### src/rtl/fpu_cmd_sequencer.sv
// Request FIFO plus sequencer that replays each FPU request as A/B/command register writes.
// Define FPU_SEQ_TAG_EN to add a 4-bit tag that travels with each request to its result.
module fpu_cmd_sequencer #(
   parameter int DEPTH  = 4,
   parameter int ADDR_W = 13
) (
   input  logic                      clk,
   input  logic                      reset,
   input  logic                      req_valid,
   output logic                      req_ready,
   input  logic [31:0]               req_a,
   input  logic [31:0]               req_b,
   input  logic [1:0]                req_op,
`ifdef FPU_SEQ_TAG_EN
   input  logic [3:0]                req_tag,
   output logic [3:0]                res_tag,
`endif
   output logic                      res_valid,
   input  logic                      res_ready,
   output logic [31:0]               res_data,
   output logic                      fpu_cs,
   output logic [ADDR_W-1:0]         fpu_addr,
   output logic [31:0]               fpu_wdata,
   input  logic [31:0]               fpu_rdata,
   output logic                      busy,
   output logic [$clog2(DEPTH):0]    level
);

   // state  | meaning
   // IDLE   | waiting for a queued request
   // WR_A   | writing operand A to 0x00
   // WR_B   | writing operand B to 0x04
   // WR_CMD | writing opcode to 0x08, FPU computes
   // CAPT   | latching FPU result
   // DONE   | result offered on the result stream
   typedef enum logic [2:0] {IDLE, WR_A, WR_B, WR_CMD, CAPT, DONE} state_t;

   localparam int           PW   = $clog2(DEPTH);
   localparam logic [PW:0]  FULL = (PW+1)'(DEPTH);

   state_t          state, state_nxt;
   logic [31:0]     mem_a  [DEPTH];
   logic [31:0]     mem_b  [DEPTH];
   logic [1:0]      mem_op [DEPTH];
   logic [PW-1:0]   wr_ptr, rd_ptr;
   logic [PW:0]     count;
   logic            push, pop;
   logic [31:0]     cur_a, cur_b;
   logic [1:0]      cur_op;

   assign req_ready = (count != FULL);
   assign push      = req_valid && req_ready;
   assign level     = count;
   assign busy      = (state != IDLE) || (count != '0);
   assign res_valid = (state == DONE);

   always_ff @(posedge clk or posedge reset) begin
      if (reset) begin
         wr_ptr <= '0;
         rd_ptr <= '0;
         count  <= '0;
      end else begin
         if (push) wr_ptr <= wr_ptr + PW'(1);
         if (pop)  rd_ptr <= rd_ptr + PW'(1);
         case ({push, pop})
            2'b10:   count <= count + (PW+1)'(1);
            2'b01:   count <= count - (PW+1)'(1);
            default: count <= count;
         endcase
      end
   end

   // Storage needs no reset; pointers and count define what is valid.
   always_ff @(posedge clk) begin
      if (push) begin
         mem_a[wr_ptr]  <= req_a;
         mem_b[wr_ptr]  <= req_b;
         mem_op[wr_ptr] <= req_op;
      end
   end

   always_ff @(posedge clk or posedge reset) begin
      if (reset) state <= IDLE;
      else       state <= state_nxt;
   end

   always_comb begin
      state_nxt = state;
      pop       = 1'b0;
      case (state)
         IDLE: begin
            if (count != '0) begin
               pop       = 1'b1;
               state_nxt = WR_A;
            end
         end
         WR_A:   state_nxt = WR_B;
         WR_B:   state_nxt = WR_CMD;
         WR_CMD: state_nxt = CAPT;
         CAPT:   state_nxt = DONE;
         DONE: begin
            if (res_ready) begin
               if (count != '0) begin
                  pop       = 1'b1;
                  state_nxt = WR_A;
               end else begin
                  state_nxt = IDLE;
               end
            end
         end
         default: state_nxt = IDLE;
      endcase
   end

   always_ff @(posedge clk or posedge reset) begin
      if (reset) begin
         cur_a    <= '0;
         cur_b    <= '0;
         cur_op   <= '0;
         res_data <= '0;
      end else begin
         if (pop) begin
            cur_a  <= mem_a[rd_ptr];
            cur_b  <= mem_b[rd_ptr];
            cur_op <= mem_op[rd_ptr];
         end
         if (state == CAPT) res_data <= fpu_rdata;
      end
   end

`ifdef FPU_SEQ_TAG_EN
   logic [3:0] mem_tag [DEPTH];
   logic [3:0] cur_tag;

   always_ff @(posedge clk) begin
      if (push) mem_tag[wr_ptr] <= req_tag;
   end

   always_ff @(posedge clk or posedge reset) begin
      if (reset) begin
         cur_tag <= '0;
         res_tag <= '0;
      end else begin
         if (pop)            cur_tag <= mem_tag[rd_ptr];
         if (state == CAPT)  res_tag <= cur_tag;
      end
   end
`endif

   // Bus is Moore: only state and working registers feed it.
   always_comb begin
      fpu_cs    = 1'b0;
      fpu_addr  = '0;
      fpu_wdata = '0;
      case (state)
         WR_A: begin
            fpu_cs    = 1'b1;
            fpu_addr  = ADDR_W'(8'h00);
            fpu_wdata = cur_a;
         end
         WR_B: begin
            fpu_cs    = 1'b1;
            fpu_addr  = ADDR_W'(8'h04);
            fpu_wdata = cur_b;
         end
         WR_CMD: begin
            fpu_cs    = 1'b1;
            fpu_addr  = ADDR_W'(8'h08);
            fpu_wdata = {30'b0, cur_op};
         end
         default: ;
      endcase
   end

endmodule

### config.mk
export PLATFORM = sky130hd
export DESIGN_NAME = fpu_cmd_sequencer
export DESIGN_NICKNAME = d
export VERILOG_FILES = /design/src/rtl/fpu_cmd_sequencer.sv
export SDC_FILE = /design/constraint.sdc
export NUM_CORES = 1
export LEC_CHECK = 0
export BUFFER_PORTS_ARGS = -buffer_cell sky130_fd_sc_hd__buf_4
export CAP_MARGIN = 10
export CORE_UTILIZATION = 38
export DETAILED_ROUTE_END_ITERATION = 12
export SETUP_SLACK_MARGIN = 0.15
export SLEW_MARGIN = 20
export SYNTH_ARGS = -nofsm -noshare
export SYNTH_HDL_FRONTEND = slang
export SYNTH_SLANG_ARGS = --single-unit
export TNS_END_PERCENT = 20
### constraint.sdc
create_clock -name clk -period 3 [get_ports clk]
set_input_delay 0.15 -clock clk [delete_from_list [all_inputs] [get_ports clk]]
set_output_delay 0.15 -clock clk [all_outputs]
set_load 0.02 [all_outputs]
==> metrics.md <==
| Metric | Value |
|---|---|
| Wire per inst | 20.04 microns |
| Final WL | 29540 microns |
| Crit path kind | flop to output pin |
| Final cell area excluding filler cells | 0.01850 sq mm |
| Max Cap Viol | 0 |
| Via count | 7237 |
| Input/output buffers | about 170 |
| Peak Freq | 384.0 MHz |
| Max-slew headroom | 57.16% |
| Comb power frac | between 30% and 40% |
| Remaining DRCs | 0 |
| Syn Area/Cell | 21.15 sq um |
| Final setup viols | 0 |
| Cell taking the most area after synthesis | edfxtp_1 |
| Hold_buf cts | 100 |
| Gpl congestion | 0.7327 |
| Vias in the first global route | 7806 |
| Placed cell areas | roughly 0.016 sq mm |
| Cell Rows | 70 |
| TritonRoute pass-1 iters | 4 |
| CP startpoint kind | flop |
| Post-Synthesis Cells | 671 |
| Worst Setup Slack, final | 0.3961 ns |
| Total Power | 19.22 mW |
| Placement Setup Slack | 0.6871 ns |
| CTS Buffer Depth | 3 |
| Share of synthesized registers carrying an async set or reset | 29.03% |
| Layout Nets | 1079 |
| Core Box Area | ~0.037 sq mm |
| Switching pwr | 5.838 mW |
| Seq/Total Area, Yosys | 74.91% |
| Fraction of layout cells with a size suffix above 1 | a little over two fifths |
| Clk pwr share | 26.1% |
| Most frequent cells in the layout | edfxtp_1 (264), buf_4 (183), dfrtp_1 (106) |
| Sequential cell area | 0.01064 sq mm |
| Crit path DAT | 2.45 ns |
| Critical Path RT | approximately 2.9 ns |
| GRT Residual Overflow | 0 |
| HP Class | input pin to flop |
| Fin crit share | 86.80% |
| Final hold vios | 0 |
| CTS resizes | 0 |
| Number of synthesized flops with an enable pin | 264 |
| Overall die area | 0.03812 sq mm |
| Initial Utilization | 38.67% |
| Area occupied by multi-input gates | 0.003309 sq mm |
| Ranking of synthesized cells by area | edfxtp_1 (56%), dfrtp_1 (19%), mux4_2 (10%), mux2_2 (6.8%), a22o_1 (1.9%) |
| Status | finished, final reports clean |
| Peak supply drop | 0.5738 mV |
| Cell Int Power | 13.38 mW |
| Time the worst path needs with I/O delays and setup | 2.604 ns |
| Largest net degree at the start of global routing | 109 |
| Yosys top cell area share | 55.86% |
| Area of the mapped netlist | 0.01419 sq mm |
| Yosys warns | 0 |
| Top-level I/O count | 186 |
| Initial antenna violation count | 2 |
| Final TNS setup | 0 ns |
| Leading cell type in the layout, fill and taps excluded | edfxtp_1 |
| RSZ-0062 raised after global routing | false |
| Worst-path clk slew | 0.06 ns |
| CTS sink cnt | 372 |
| Vias/cell | 4.910 |
| Crit path capture type | output pin |
| Slew Limit Fails | 0 |
| First-pass GRT wire length | 46020 microns |
| H-Tree Depth | 2 |
| Initial drt markers | 313 |
| Main flop type after synthesis | edfxtp_1 |
| Die Ht | 195.3 microns |
| Switching share of power | ~30% |
| Clock Latency Late Sink | 0.55 ns |
| Area grow syn2layout | 30.36% |
| Post-CTS Setup Bufs | 0 |
| Clk_skew | 0.01287 ns |
| Leak | around 7 nW |
| # fillers | 2993 |
| CTS root buffer | clkbuf_16 |
| Worst Max-Slew Pin Slew | 0.6426 ns |
| Cell variety after synth | 34 |
| GR Util All Layers | 16.01% |
| Sequential share of power | 40.8% |
| CTS tree | yes |
| Synthesis-stage register bit count | 372 |
| Cts bufs inserted | 41 |
| Hold slack | 0.04394 ns |
| DRT antenna net count | 0 |
| Cell Pwr Density | 1039 mW/mm^2 |
| Hpwl dp | 16690 microns |
| Die width | ~200 microns |
| Worst Path Max Fanout | 22 |
## power by group through the flow
stage	clock (mW)	sequential (mW)	combinational [mW]
after floorplan	0	7.93	4.16
after global placement	0	7.93	6.35
after detailed placement	0	7.97	6.38
after CTS	5.16	7.87	6.52
after global routing	5.36	8.03	6.87
final	5.02	7.84	6.36
## kinds of logic (layout without fill, tap and decap cells)
kind of cell | after synthesis | count (layout) | share of synthesized area, %
other | 1 | 13 | 0.02642
adder cells (fa/ha/maj) | 6 | 6 | 0.5819
flip-flops | 372 | 372 | 74.91
buffers and inverters | 56 | 379 | 2.284
AND/OR/NAND/NOR | 24 | 24 | 0.9434
AO/OA/AOI/OAI | 38 | 38 | 2.328
multiplexers | 168 | 168 | 18.56
XOR/XNOR | 6 | 6 | 0.3704
## sequential cells by signal, summed over array words and instances (netlist names)
register  count
cur_a        32
cur_b        32
cur_op        2
level         3
mem_a       128
mem_b       128
mem_op        8
rd_ptr        2
res_data     32
state         3
wr_ptr        2
## worst max-delay path, cell delays in order (launching register included)
cell and delay (ns):
dfrtp_1 0.60, inv_1 0.19, nor2_4 0.45, buf_12 0.26, a22o_1 0.24, buf_4 0.17
## through the flow
stage	std cells	util (%)
2_1_floorplan	681	-
3_3_place_gp	1296	43.96
6_report	1474	50.41
4_1_cts	1472	50.40
3_5_place_dp	1296	43.96
5_1_grt	1474	50.41
## per-layer routing
metal / global-route usage (%) / share of wire (%) / vias up
li1: - / - / 3272
met2: 26.39 / 48 / 204
met3: 3.126 / 4.3 / 55
met1: 21.16 / 45 / 3706
met5: 0 / 0 / -
met4: 5.745 / 2.5 / 0
## area by class of cell
class | instances | share of cell area, %
multi-input combinational | 253 | 17.89
inverter | 11 | 0.2435
antenna | 2 | 0.02705
tap | 468 | 3.165
timing repair buffer | 292 | 13.81
sequential | 372 | 57.50
clock inverter | 22 | 1.157
clock buffer | 54 | 6.202
## final timing paths
check	start	end	slack [ns]	depth (start not counted)
hold reg to reg	cur_b[15]	cur_b[15]	0.48	1
min in group asynchronous	reset	res_data[9]	0.39	4
max in group asynchronous	reset	rd_ptr[0]	2.12	4
setup reg to reg	level[0]	level[2]	0.69	9
hold / removal	req_valid	wr_ptr[0]	0.04	3
setup / recovery	state[1]	fpu_wdata[26]	0.40	5
## synth_stat cells (all sizes together) (3+ instances only)
library cell and instances:
clkbuf 11, nor2 6, xnor2 3, a22o 30, mux2 101, edfxtp 264, or2 3, nor3 4
mux4 66, ha 5, xor2 3, inv 11, dfrtp 108, buf 34, and3 4
Note: power is estimated with default switching activity, not from simulation.
